### src/rtl/seg7_scan.sv
// Four-digit multiplexed seven-segment driver with frame-synchronous display update,
// per-slot blanking against ghosting, and optional leading-zero blanking.
module seg7_scan #(
    parameter int unsigned SCAN_DIV  = 32'd50_000,
    parameter int unsigned BLANK_CYC = 32'd1_000
) (
    input  logic        CLK,
    input  logic        RST,
    input  logic [15:0] VALS,
    input  logic [3:0]  DP,
    input  logic        LOAD,
    input  logic        LZB,
    output logic [3:0]  AN,
    output logic [6:0]  SEG,
    output logic        DPO,
    output logic        FRAME
);

    localparam logic BLANK_NZ = (BLANK_CYC != 0);

    logic [31:0] cnt;
    logic [31:0] cnt_next;
    logic [1:0]  idx;
    logic        in_blank;
    logic        in_blank_next;
    logic [15:0] pend_vals;
    logic [3:0]  pend_dp;
    logic [15:0] disp_vals;
    logic [3:0]  disp_dp;
    logic        frame_flag;
    logic        wrap;
    logic        boundary;
    logic [3:0]  digit;
    logic [3:0]  zero;
    logic        lz;
    logic [3:0]  an_next;
    logic [6:0]  seg_next;
    logic        dpo_next;

    function automatic logic [6:0] decode(input logic [3:0] d);
        case (d)
            4'd0:    decode = 7'b1000000;
            4'd1:    decode = 7'b1111001;
            4'd2:    decode = 7'b0100100;
            4'd3:    decode = 7'b0110000;
            4'd4:    decode = 7'b0011001;
            4'd5:    decode = 7'b0010010;
            4'd6:    decode = 7'b0000010;
            4'd7:    decode = 7'b1111000;
            4'd8:    decode = 7'b0000000;
            4'd9:    decode = 7'b0010000;
            default: decode = 7'b0111111;
        endcase
    endfunction

    // in_blank tracks cnt < BLANK_CYC incrementally so a zero blank time needs no special case
    always_comb begin
        wrap          = (cnt == SCAN_DIV - 1);
        boundary      = wrap && (idx == 2'd3);
        cnt_next      = wrap ? '0 : cnt + 32'd1;
        in_blank_next = (cnt_next == '0) ? BLANK_NZ : (in_blank && (cnt_next != BLANK_CYC));
        digit         = disp_vals[{idx, 2'b00} +: 4];
        for (int i = 0; i < 4; i++) begin
            zero[i] = (disp_vals[i*4 +: 4] == 4'd0);
        end
        case (idx)
            2'd3:    lz = zero[3];
            2'd2:    lz = zero[3] & zero[2];
            2'd1:    lz = zero[3] & zero[2] & zero[1];
            default: lz = 1'b0;
        endcase
        an_next  = 4'hF;
        seg_next = 7'h7F;
        dpo_next = 1'b1;
        if (!in_blank) begin
            an_next  = ~(4'b0001 << idx);
            seg_next = (LZB && lz) ? 7'h7F : decode(digit);
            dpo_next = ~disp_dp[idx];
        end
    end

    always_ff @(posedge CLK or posedge RST) begin
        if (RST) begin
            cnt        <= '0;
            idx        <= '0;
            in_blank   <= BLANK_NZ;
            pend_vals  <= '0;
            pend_dp    <= '0;
            disp_vals  <= '0;
            disp_dp    <= '0;
            frame_flag <= 1'b0;
            AN         <= 4'hF;
            SEG        <= 7'h7F;
            DPO        <= 1'b1;
            FRAME      <= 1'b0;
        end else begin
            cnt      <= cnt_next;
            in_blank <= in_blank_next;
            if (wrap) begin
                idx <= idx + 2'd1;
            end
            if (LOAD) begin
                pend_vals <= VALS;
                pend_dp   <= DP;
            end
            // A load on the boundary edge itself bypasses PEND into the next frame
            if (boundary) begin
                disp_vals <= LOAD ? VALS : pend_vals;
                disp_dp   <= LOAD ? DP : pend_dp;
            end
            frame_flag <= boundary;
            FRAME      <= frame_flag;
            AN         <= an_next;
            SEG        <= seg_next;
            DPO        <= dpo_next;
        end
    end

endmodule
### config.mk
export PLATFORM = sky130hd
export DESIGN_NAME = seg7_scan
export DESIGN_NICKNAME = d
export VERILOG_FILES = /design/src/rtl/seg7_scan.sv
export SDC_FILE = /design/constraint.sdc
export NUM_CORES = 1
export LEC_CHECK = 0
export BUFFER_PORTS_ARGS = -buffer_cell sky130_fd_sc_hd__buf_2
export CORE_UTILIZATION = 45
export CTS_CLUSTER_DIAMETER = 120
export DETAILED_ROUTE_END_ITERATION = 7
export GPL_TIMING_DRIVEN = 0
export PLACE_DENSITY = 0.69
export SLEW_MARGIN = 10
export SYNTH_ARGS = -nofsm -noshare
export SYNTH_HDL_FRONTEND = slang
export SYNTH_SLANG_ARGS = --single-unit
export TNS_END_PERCENT = 30
### constraint.sdc
create_clock -name CLK -period 3.5 [get_ports CLK]
set_clock_uncertainty 0.05 [all_clocks]
set_input_delay 0 -clock CLK [delete_from_list [all_inputs] [get_ports CLK]]
set_output_delay 0 -clock CLK [all_outputs]
set_load 0.02 [all_outputs]
== Word level (Yosys, flattened, before mapping) ==
Memory sizes are Yosys's and may differ from the RTL's.
Index checks and enable logic that the tools add are counted.

* Shift operators: 2
* Bitwise gates (word level): 4
* Mux-type cells: 11
* Order comparisons: 1
* Equal/unequal tests: 5
* Divide/modulo/power cells: 0
* Multiply operators: 0
* Reduce and logical (&&, ||, !) cells: 7
* $add $sub $neg: 2

{| class="wikitable"
|+ Operators with widths
! cell !! number
|-
| 32-bit by 1-bit adder with 32-bit output (second input constant) || 1
|-
| 32-bit by 16-bit == test with 1-bit output (second input constant) || 1
|-
| 32-bit zero test || 1
|-
| 32-bit two-way mux || 1
|-
| 32-bit by 10-bit inequality test with 1-bit output (second input constant) || 1
|-
| 16-bit two-way mux || 1
|-
| 16-bit by 5-bit variable part select with 4-bit output || 1
|-
| 7-bit two-way mux || 2
|-
| 4-bit zero test || 3
|-
| 4-bit two-way mux || 2
|-
| 2-bit == test (second input constant) || 2
|-
| 4-bit inverter || 1
|-
| 1-bit by 2-bit << shifter with 4-bit output (first input constant) || 1
|-
| 1-bit logical AND || 3
|-
| 2-bit by 3-bit < comparator with 1-bit output (second input constant) || 1
|-
| 1-bit two-way mux || 3
|-
| 1-bit one-hot mux with 3 select lines || 1
|-
| 2-bit by 1-bit adder with 2-bit output (second input constant) || 1
|-
| 1-bit bitwise AND || 2
|-
| 1-bit binary-select mux with 2-bit select || 1
|-
| 2-bit by 1-bit == test with 1-bit output (second input constant) || 1
|-
| 1-bit inverter || 1
|}

* Input port bits: 24
* ROM bits: 112
* Memories kept: 1
* Bits in writable memories: 0
* Bits in registers: 89
* Bits in latches: 0

{| class="wikitable"
|+ Memory list
! memory !! words !! width !! read ports !! clocked after memory_dff !! wr ports !! RTL line !! text
|-
| (no name shown) || 16 || 7 || 1 || 0 || 0 || 41 || <nowiki>case (d)</nowiki>
|}

== Depth between registers and ports, before layout ==
Gate-level depths: netlist (run 1).

* Depth after elaboration: 7
* Mapped depth: 10
* Depth with buffers taken out: 9

== Worst setup path before layout (run 1) ==
No wires, ideal clock.

* Path kind: flip-flop to flip-flop
* From: reg cnt[8]
* To: reg in_blank
* Stages on the path, launching flop included: 10
* Path buffers: 1
* Period minus slack after synthesis: 2.944 ns
* Path slack: 0.556 ns
* Arrival: 2.806 ns
* Path through: dfrtp_1 -> buf_2 -> nand4_4 -> or4_4 -> nor4_2 -> mux2_2 -> a2bb2oi_1 -> or4_1 -> o31ai_1 -> o31ai_1

* Cells in the longest elaborated chain, start to end: 5

{| class="wikitable"
|+ Ends and longest elaborated chain
! element !! RTL line !! text
|-
| start, declared || 21 || <nowiki>logic [31:0] cnt;</nowiki>
|-
| start signal, assigned || 97 || <nowiki>cnt <= cnt_next;</nowiki>
|-
| 32-bit by 1-bit adder with 32-bit output or 32-bit by 16-bit == test with 1-bit output (tied branches) || 60, 58 ||
|-
| 32-bit two-way mux (*) || 60 || <nowiki>cnt_next = wrap ? '0 : cnt + 32'd1;</nowiki>
|-
| 32-bit by 10-bit inequality test with 1-bit output || 61 || <nowiki>in_blank_next = (cnt_next == '0) ? BLANK_NZ : (in_blank && (cnt_next != BLANK_CYC));</nowiki>
|-
| 1-bit logical AND || 61 ||
|-
| 1-bit two-way mux (*) || 61 ||
|-
| net in_blank_next || 25 || <nowiki>logic in_blank_next;</nowiki>
|-
| end signal, assigned || 98 || <nowiki>in_blank <= in_blank_next;</nowiki>
|-
| end, declared || 24 || <nowiki>logic in_blank;</nowiki>
|}

The timed path passes the listed nets; every way through them passes the cells marked *.
A chain may end at the register's enable or synchronous reset.

== Worst setup path after layout (run 1) ==
* From: reg cnt[16]
* To: reg in_blank

* Cells in the longest elaborated chain, start to end: 5

{| class="wikitable"
|+ Ends and longest elaborated chain
! element !! RTL line !! text
|-
| 32-bit by 1-bit adder with 32-bit output or 32-bit by 16-bit == test with 1-bit output (tied branches) || 60, 58 ||
|-
| 32-bit two-way mux (*) || 60 ||
|-
| net cnt_next[27] || 22 || <nowiki>logic [31:0] cnt_next;</nowiki>
|-
| 32-bit by 10-bit inequality test with 1-bit output || 61 ||
|-
| 1-bit logical AND || 61 ||
|-
| 1-bit two-way mux (*) || 61 ||
|-
| net in_blank_next || 25 ||
|}

Marked as above.

==> flow_summary.json, run 1 <==
{
  "port_buffers": 35,
  "timing.final.crit_share_pct": 93.2,
  "syn-num-nets": 412,
  "die_h_um": 101,
  "min_period_ps": 3260,
  "start_util_pct": 47.0,
  "synth_cell_types": 50,
  "row_count": 35,
  "clk_latency_ps": 360,
  "vias": 3090,
  "grt_max_degree": 69,
  "drt_iter0_markers": 109,
  "final_cell_area_um2": 5140,
  "crit_type": "reg2reg",
  "ys_ff_latch": 89,
  "maxSlewHeadroom_pct": 55.2,
  "yosys.area.top_type": "dfrtp_1",
  "final_util_pct": 55.1,
  "synth.most_common_cell": "dfrtp_1",
  "antenna_cells": 0,
  "synth_area_leaders": "dfrtp_1 (43%), mux2_2 (11%), dfstp_2 (7.8%)",
  "cts_tree": "built",
  "rr_startpoint": "cnt[16]",
  "routed_wl_um": 8710,
  "startpoint": "cnt[16]",
  "status": "complete, no violations",
  "async_reset_ff_share_pct": 100,
  "peakVddDrop_uv": 156,
  "cp_max_fo": 9,
  "drc": 0,
  "wl_per_cell_um": 15.0,
  "synth_edf_count": 0,
  "area_growth_pct": 17.4,
  "cts_setup_buffers": 0,
  "leakagePower_nw": 2.33,
  "cts-root-buf": "clkbuf_8",
  "grt_pass1_vias": 2973,
  "numCtsBuffers": 9,
  "die_area_um2": 10100,
  "ys.flop_type": "dfrtp_1",
  "finalSetupTns_ps": 0,
  "tightest_slew_ps": 666,
  "final_hold_viol_count": 0,
  "cts_buffer_depth": 2,
  "syn-cell-area_um2": 4380,
  "setup_violations": 0,
  "critPathRequiredTime_ps": 3730,
  "path_clk_slew_ps": 90,
  "hp-class": "in2async",
  "clock.fmax_ghz": 0.307,
  "cp-end-kind": "flip-flop",
  "num-nets-final": 480,
  "grtUsageTotal_pct": 18.5,
  "max_cap_violations": 0,
  "netlist_top_cells_count": "dfrtp_1 (76), mux2_2 (42), nand2_1 (23), nor2_1 (23), nand4_1 (16)",
  "drt_first_pass_iters": 4,
  "core_area_um2": 9330,
  "rsz0062_at_grt": "no",
  "yosysWarnings": 0,
  "power.density_nw_per_um2": 366,
  "yosysSeqAreaShare_pct": 51.2,
  "die_w_um": 101,
  "placed_area_um2": 4750,
  "syn_inst": 377,
  "postRouteAntennaNets": 0,
  "pin_count": 37,
  "maxSlewViolCount": 0,
  "grt_overflow": 0,
  "whs_ps": 80.5,
  "dpl.hpwl_um": 6150,
  "gp_routability_congestion": 0.879,
  "htreeDepth": 3,
  "drive_gt1_share_pct": 29.6,
  "cp_data_arrival_time_ps": 3490,
  "synth.avg_cell_area_um2": 11.6,
  "clock-sinks": 89,
  "antenna_found_initial": 0,
  "synth_top_area_share_pct": 43.4,
  "viasPerCell": 5.34,
  "start_kind": "flip-flop",
  "grt_pass1_wl_um": 14300
}
==> state kept, by name, summed over array words and instances (netlist names) <==
| signal | count |
|---|---|
| pend_dp | 4 |
| pend_vals | 16 |
| SEG | 7 |
| disp_vals | 16 |
| FRAME | 1 |
| AN | 4 |
| cnt | 32 |
| DPO | 1 |
| idx | 2 |
| in_blank | 1 |
| frame_flag | 1 |
| disp_dp | 4 |
==> per-stage QoR <==
stage	total power, mW	setup WS (ps)	cells
2_1_floorplan	1.20	556	377
3_3_place_gp	1.24	217	541
3_5_place_dp	1.25	153	542
4_1_cts	1.92	85.1	579
5_1_grt	1.98	72.1	579
6_report	1.88	239	579
==> worst max-delay path, stage by stage (launching register included) <==
cell	delay, ps
dfrtp_1	330
clkbuf_1	320
nand4_1	240
nor4_4	390
nand4_1	200
xnor2_1	190
or4_1	510
or4_1	570
o31ai_1	270
o31ai_1	110
==> area by class of cell <==
cell class	instances	area (µm²)
fill	812	4180
inverter	11	43.8
buffer	17	71.3
clock inverter	6	50.0
sequential	89	2240
multi-input combinational	260	2030
clock buffer	10	128
timing repair buffer	57	413
tap	129	161
==> layer usage <==
metal,routed length (µm),global-route usage (%),vias to the layer above
met1,3820,22.1,1506
met4,107,5.46,0
li1,-,-,1487
met2,4370,32.6,87
met5,0,0,-
met3,408,4.99,10
==> path summary, 6_finish.rpt <==
kind / cells after the start / to / slack [ps]
min reg2reg: 0 / FRAME / 310
max reg2reg: 9 / in_blank / 240
max in group asynchronous: 4 / in_blank / 2670
min in group CLK: 2 / pend_vals[1] / 180
max: 9 / in_blank / 240
min: 3 / frame_flag / 80
==> cells in the final DEF, fill, tap and decap left out, drive strengths merged, types with 13 or more instances in the layout <==
master and instances:
dfrtp 76, mux2 42, buf 42, nand2 23, nor2 23, dlygate4sd3 21, clkbuf 21, nand4 17
nand3 14, xnor2 14, xor2 14, nor4 14, inv 14, dfstp 13
==> logic make-up (layout without fill, tap and decap cells) <==
group           Yosys count  after routing  synth area share (%)
xor+xnor                 28             28                  5.60
simple gates            140            140                  18.8
mux                      51             51                  14.3
flops                    89             89                  51.2
fa+ha+maj                11             11                  3.14
compound gates           30             30                  4.43
buf+inv                  28            101                  2.57
==> report_power, final <==
| part | internal [mW] | total [mW] | switching [mW] |
|---|---|---|---|
| logic | 0.0755 | 0.150 | 0.0750 |
| registers | 1.08 | 1.09 | 0.0147 |
| clock network | 0.267 | 0.640 | 0.374 |
| total | 1.42 | 1.88 | 0.463 |
==> timing repair <==
item,4_1_cts,5_1_grt
setup endpoints to repair,0,1
gates resized for setup,0,1
endpoints found under the hold margin,117,0
hold buffers,21,0
(Power assumes the default switching activity.)
==> run 2, diff against run 1 <==
MAX_ROUTING_LAYER = met4   (was unset)
==> run 2 against run 1 <==
Final area is the same. Critical path type unchanged. Critical endpoint unchanged. Register-to-register slack is essentially flat. Final cell count is the same.
==> flow_summary.json, run 2 (same netlist as run 1, synthesis figures left out) <==
{
  "status": "complete, no violations",
  "setup_violations": 0,
  "critPathRequiredTime_ps": 3730,
  "gp_routability_congestion": 0.894,
  "die_area_um2": 10100,
  "rsz0062_at_grt": "no",
  "htreeDepth": 3,
  "min_period_ps": 3260,
  "pin_count": 37,
  "cts_buffer_depth": 2,
  "cp_data_arrival_time_ps": 3490,
  "clk_latency_ps": 360,
  "wl_per_cell_um": 15.0,
  "core_area_um2": 9330,
  "path_clk_slew_ps": 90,
  "routed_wl_um": 8700,
  "p_seq_share_pct": 58.0,
  "cts_setup_buffers": 0,
  "largestRegisters": "cnt: 32 flops, disp_vals: 16 flops, pend_vals: 16 flops",
  "grt_pass1_wl_um": 14300,
  "row_count": 35,
  "drt_first_pass_iters": 5,
  "drc": 0,
  "p_switching_mw": 0.462,
  "cts_tree": "built",
  "maxSlewViolCount": 0,
  "timing.final.crit_share_pct": 93.1,
  "drt_iter0_markers": 128,
  "fin_cells": 579,
  "cp-end-kind": "flip-flop",
  "crit_type": "reg2reg",
  "layout_commonest_cell": "dfrtp_1",
  "power.density_nw_per_um2": 366,
  "clock-sinks": 89,
  "grt_pass1_vias": 2956,
  "place_inst": 542,
  "largest-register": "cnt",
  "cp_max_fo": 9,
  "vias": 3100,
  "maxSlewHeadroom_pct": 55.2,
  "final_hold_viol_count": 0,
  "die_h_um": 101,
  "final_cell_area_um2": 5140,
  "cts-root-buf": "clkbuf_8",
  "internal_power_mw": 1.42,
  "start_kind": "flip-flop",
  "finalSetupTns_ps": 0,
  "grtUsageTotal_pct": 19.1,
  "final_cell_mix": "dfrtp_1 (76), mux2_2 (42), buf_2 (41)",
  "antenna_cells": 0,
  "clock.fmax_ghz": 0.307,
  "start_util_pct": 47.0,
  "pwr-share-clk_pct": 34.0,
  "die_w_um": 101,
  "grt_overflow": 0,
  "viasPerCell": 5.35,
  "postRouteAntennaNets": 0,
  "antenna_found_initial": 0,
  "peakVddDrop_uv": 157,
  "tightest_slew_ps": 667,
  "leakagePower_nw": 2.33,
  "grt_max_degree": 69,
  "num-nets-final": 480,
  "numCtsBuffers": 9,
  "switching_share_pct": 24.6,
  "area_growth_pct": 17.4,
  "max_cap_violations": 0,
  "drive_gt1_share_pct": 29.6,
  "hp-class": "in2async",
  "dpl.hpwl_um": 6150,
  "largest_reg_flops": 32,
  "port_buffers": 35,
  "placed_area_um2": 4750,
  "p_comb_share_pct": 8.0
}
## run 2: layout make-up
cell class / instances / area (µm²)
timing repair buffer: 57 / 413
tap: 129 / 161
multi-input combinational: 260 / 2030
clock buffer: 10 / 128
sequential: 89 / 2240
buffer: 17 / 71.3
clock inverter: 6 / 50.0
inverter: 11 / 43.8
fill: 812 / 4180
## run 2: power by group through the flow
stage | combinational [mW] | clock (mW) | sequential [mW]
floorplan | 0.0791 | 0 | 1.12
global placement | 0.126 | 0 | 1.11
detailed placement | 0.135 | 0 | 1.11
CTS | 0.153 | 0.674 | 1.09
global route | 0.168 | 0.716 | 1.09
finish | 0.151 | 0.639 | 1.09
## run 2: what timing repair did
item,4_1_cts,5_1_grt
hold buffers,21,0
endpoints found under the hold margin,117,0
resized for setup,0,1
setup endpoints to repair,0,1
## run 2: worst max-delay path: stages (launching register included)
cell	delay [ps]
dfrtp_1	330
clkbuf_1	330
nand4_1	240
nor4_4	390
nand4_1	200
xnor2_1	190
or4_1	510
or4_1	570
o31ai_1	270
o31ai_1	110
## run 2: final timing paths
check                                end        from  slack, ps  depth (start not counted)
setup / recovery                in_blank     cnt[16]        240                          9
hold / removal             pend_vals[11]         RST         80                          3
setup reg to reg                in_blank     cnt[16]        240                          9
hold reg to reg                    FRAME  frame_flag        310                          0
max in group asynchronous          AN[2]         RST       2660                          4
min in group CLK            pend_vals[1]        LOAD        190                          2
## run 2: through the flow
stage / util (%) / setup WS (ps) / hold slack, ps / power, mW
after floorplan: - / 556 / 115 / 1.20
after global placement: 50.6 / 217 / 205 / 1.24
after detailed placement: 50.9 / 153 / -74.5 / 1.25
after CTS: 55.1 / 85.1 / 66.8 / 1.92
after global routing: 55.1 / 72.1 / 85.2 / 1.98
final: 55.1 / 242 / 84.6 / 1.88
## run 2: metal layers
layer	GRT usage (%)	vias to the layer above	routed length, µm
met1	22.3	1525	3780
met3	5.62	10	435
met2	32.5	82	4390
met4	4.79	0	93
met5	-	-	0
li1	-	1483	-
==> run 3, diff against run 2 <==
clock period = 4.2 ns   (was 3.5 ns; I/O delays follow)
==> run 3 against run 2 <==
Power decreased by 17%. Flip-flop and latch count unchanged. Maximum frequency decreased by 5.7%. Global-route usage unchanged. Critical path depth unchanged. Critical endpoint unchanged. Largest power group unchanged. Highest routed layer unchanged.
==> flow_summary.json, run 3 (same netlist as run 1, synthesis figures left out) <==
{
  "status": "complete, no violations",
  "min_period_ps": 3450,
  "leakagePower_nw": 2.31,
  "num-nets-final": 480,
  "fin_cells": 579,
  "max_cap_violations": 0,
  "rrSetupSlack_ps": 750,
  "cp_max_fo": 9,
  "die_w_um": 101,
  "layout_commonest_cell": "dfrtp_1",
  "start_util_pct": 47.0,
  "final_hold_viol_count": 0,
  "grt_max_degree": 69,
  "grtUsageTotal_pct": 19.1,
  "numCtsBuffers": 9,
  "vias": 3103,
  "cts_tree": "built",
  "maxSlewHeadroom_pct": 53.0,
  "largest-register": "cnt",
  "path_clk_slew_ps": 90,
  "htreeDepth": 3,
  "power.density_nw_per_um2": 306,
  "postRouteAntennaNets": 0,
  "clock-sinks": 89,
  "placed_area_um2": 4750,
  "start_kind": "flip-flop",
  "gp_routability_congestion": 0.894,
  "antenna_cells": 0,
  "cp_data_arrival_time_ps": 3680,
  "grt_pass1_vias": 2956,
  "wl_per_cell_um": 15.1,
  "whs_ps": 84.1,
  "pin_count": 37,
  "clock.fmax_ghz": 0.289,
  "drt_iter0_markers": 117,
  "drive_gt1_share_pct": 29.6,
  "finalSetupTns_ps": 0,
  "maxSlewViolCount": 0,
  "crit_type": "reg2reg",
  "largestRegisters": "cnt: 32 flops, disp_vals: 16 flops, pend_vals: 16 flops",
  "grt_overflow": 0,
  "final_cell_area_um2": 5130,
  "drc": 0,
  "cts-root-buf": "clkbuf_8",
  "largest_reg_flops": 32,
  "place_inst": 542,
  "critPathRequiredTime_ps": 4430,
  "cts_buffer_depth": 2,
  "timing.final.crit_share_pct": 82.3,
  "area_growth_pct": 17.2,
  "dpl.hpwl_um": 6150,
  "final_util_pct": 55.1,
  "hp-class": "in2async",
  "clk_latency_ps": 360,
  "die_area_um2": 10100,
  "port_buffers": 35,
  "cp-end-kind": "flip-flop",
  "rsz0062_at_grt": "no",
  "setup_violations": 0,
  "final_cell_mix": "dfrtp_1 (76), mux2_2 (42), buf_2 (41)",
  "viasPerCell": 5.36,
  "drt_first_pass_iters": 4,
  "core_area_um2": 9330,
  "peakVddDrop_uv": 131,
  "antenna_found_initial": 0,
  "routed_wl_um": 8750,
  "die_h_um": 101,
  "row_count": 35,
  "grt_pass1_wl_um": 14300,
  "tightest_slew_ps": 699
}
==> run 3: cell counts in the layout (fill, tap and decap cells not counted) <==
No cell type changed its count.
==> run 3: per-stage QoR <==
stage          setup WS [ps]  total power [mW]
2_1_floorplan           1260             0.998
3_3_place_gp             917              1.03
3_5_place_dp             853              1.04
4_1_cts                  785              1.60
5_1_grt                  640              1.65
6_report                 745              1.57
==> run 3: timing repair <==
action,in CTS,in global routing
hold endpoints to repair,117,0
resized for setup,0,0
hold buffers,21,0
buffers inserted,0,0
==> run 3: worst paths after layout <==
path | from | to | cells after the start
max | cnt[16] | in_blank | 9
min | RST | pend_vals[11] | 3
max reg2reg | cnt[16] | in_blank | 9
min reg2reg | frame_flag | FRAME | 0
max in group asynchronous | RST | in_blank | 4
min in group CLK | LOAD | pend_vals[1] | 2
==> run 3: area by class of cell <==
| type | count | area, µm² |
|---|---|---|
| multi-input combinational | 260 | 2020 |
| buffer | 17 | 71.3 |
| clock inverter | 6 | 50.0 |
| tap | 129 | 161 |
| sequential | 89 | 2240 |
| fill | 812 | 4190 |
| clock buffer | 10 | 128 |
| timing repair buffer | 57 | 413 |
| inverter | 11 | 43.8 |
==> run 3: worst max-delay path, stage by stage, from the launching register on <==
cell and delay [ps]:
dfrtp_1 330, clkbuf_1 330, nand4_1 210, nor4_2 570
nand4_1 230, xnor2_1 200, or4_1 510, or4_1 570
o31ai_1 270, o31ai_1 110
==> run 3: report_power, final <==
part	leakage, nW	switching [mW]	internal, mW
Clock	0.0839	0.312	0.222
Sequential	1.12	0.0123	0.897
Combinational	1.11	0.0627	0.0629
==> run 3: routing by layer <==
| layer | vias up | global-route usage (%) | part of all wire, % |
|---|---|---|---|
| met5 | - | - | 0 |
| met4 | 0 | 4.79 | 1.1 |
| met3 | 10 | 5.62 | 4.3 |
| met2 | 77 | 32.5 | 50 |
| met1 | 1532 | 22.3 | 44 |
| li1 | 1484 | - | - |
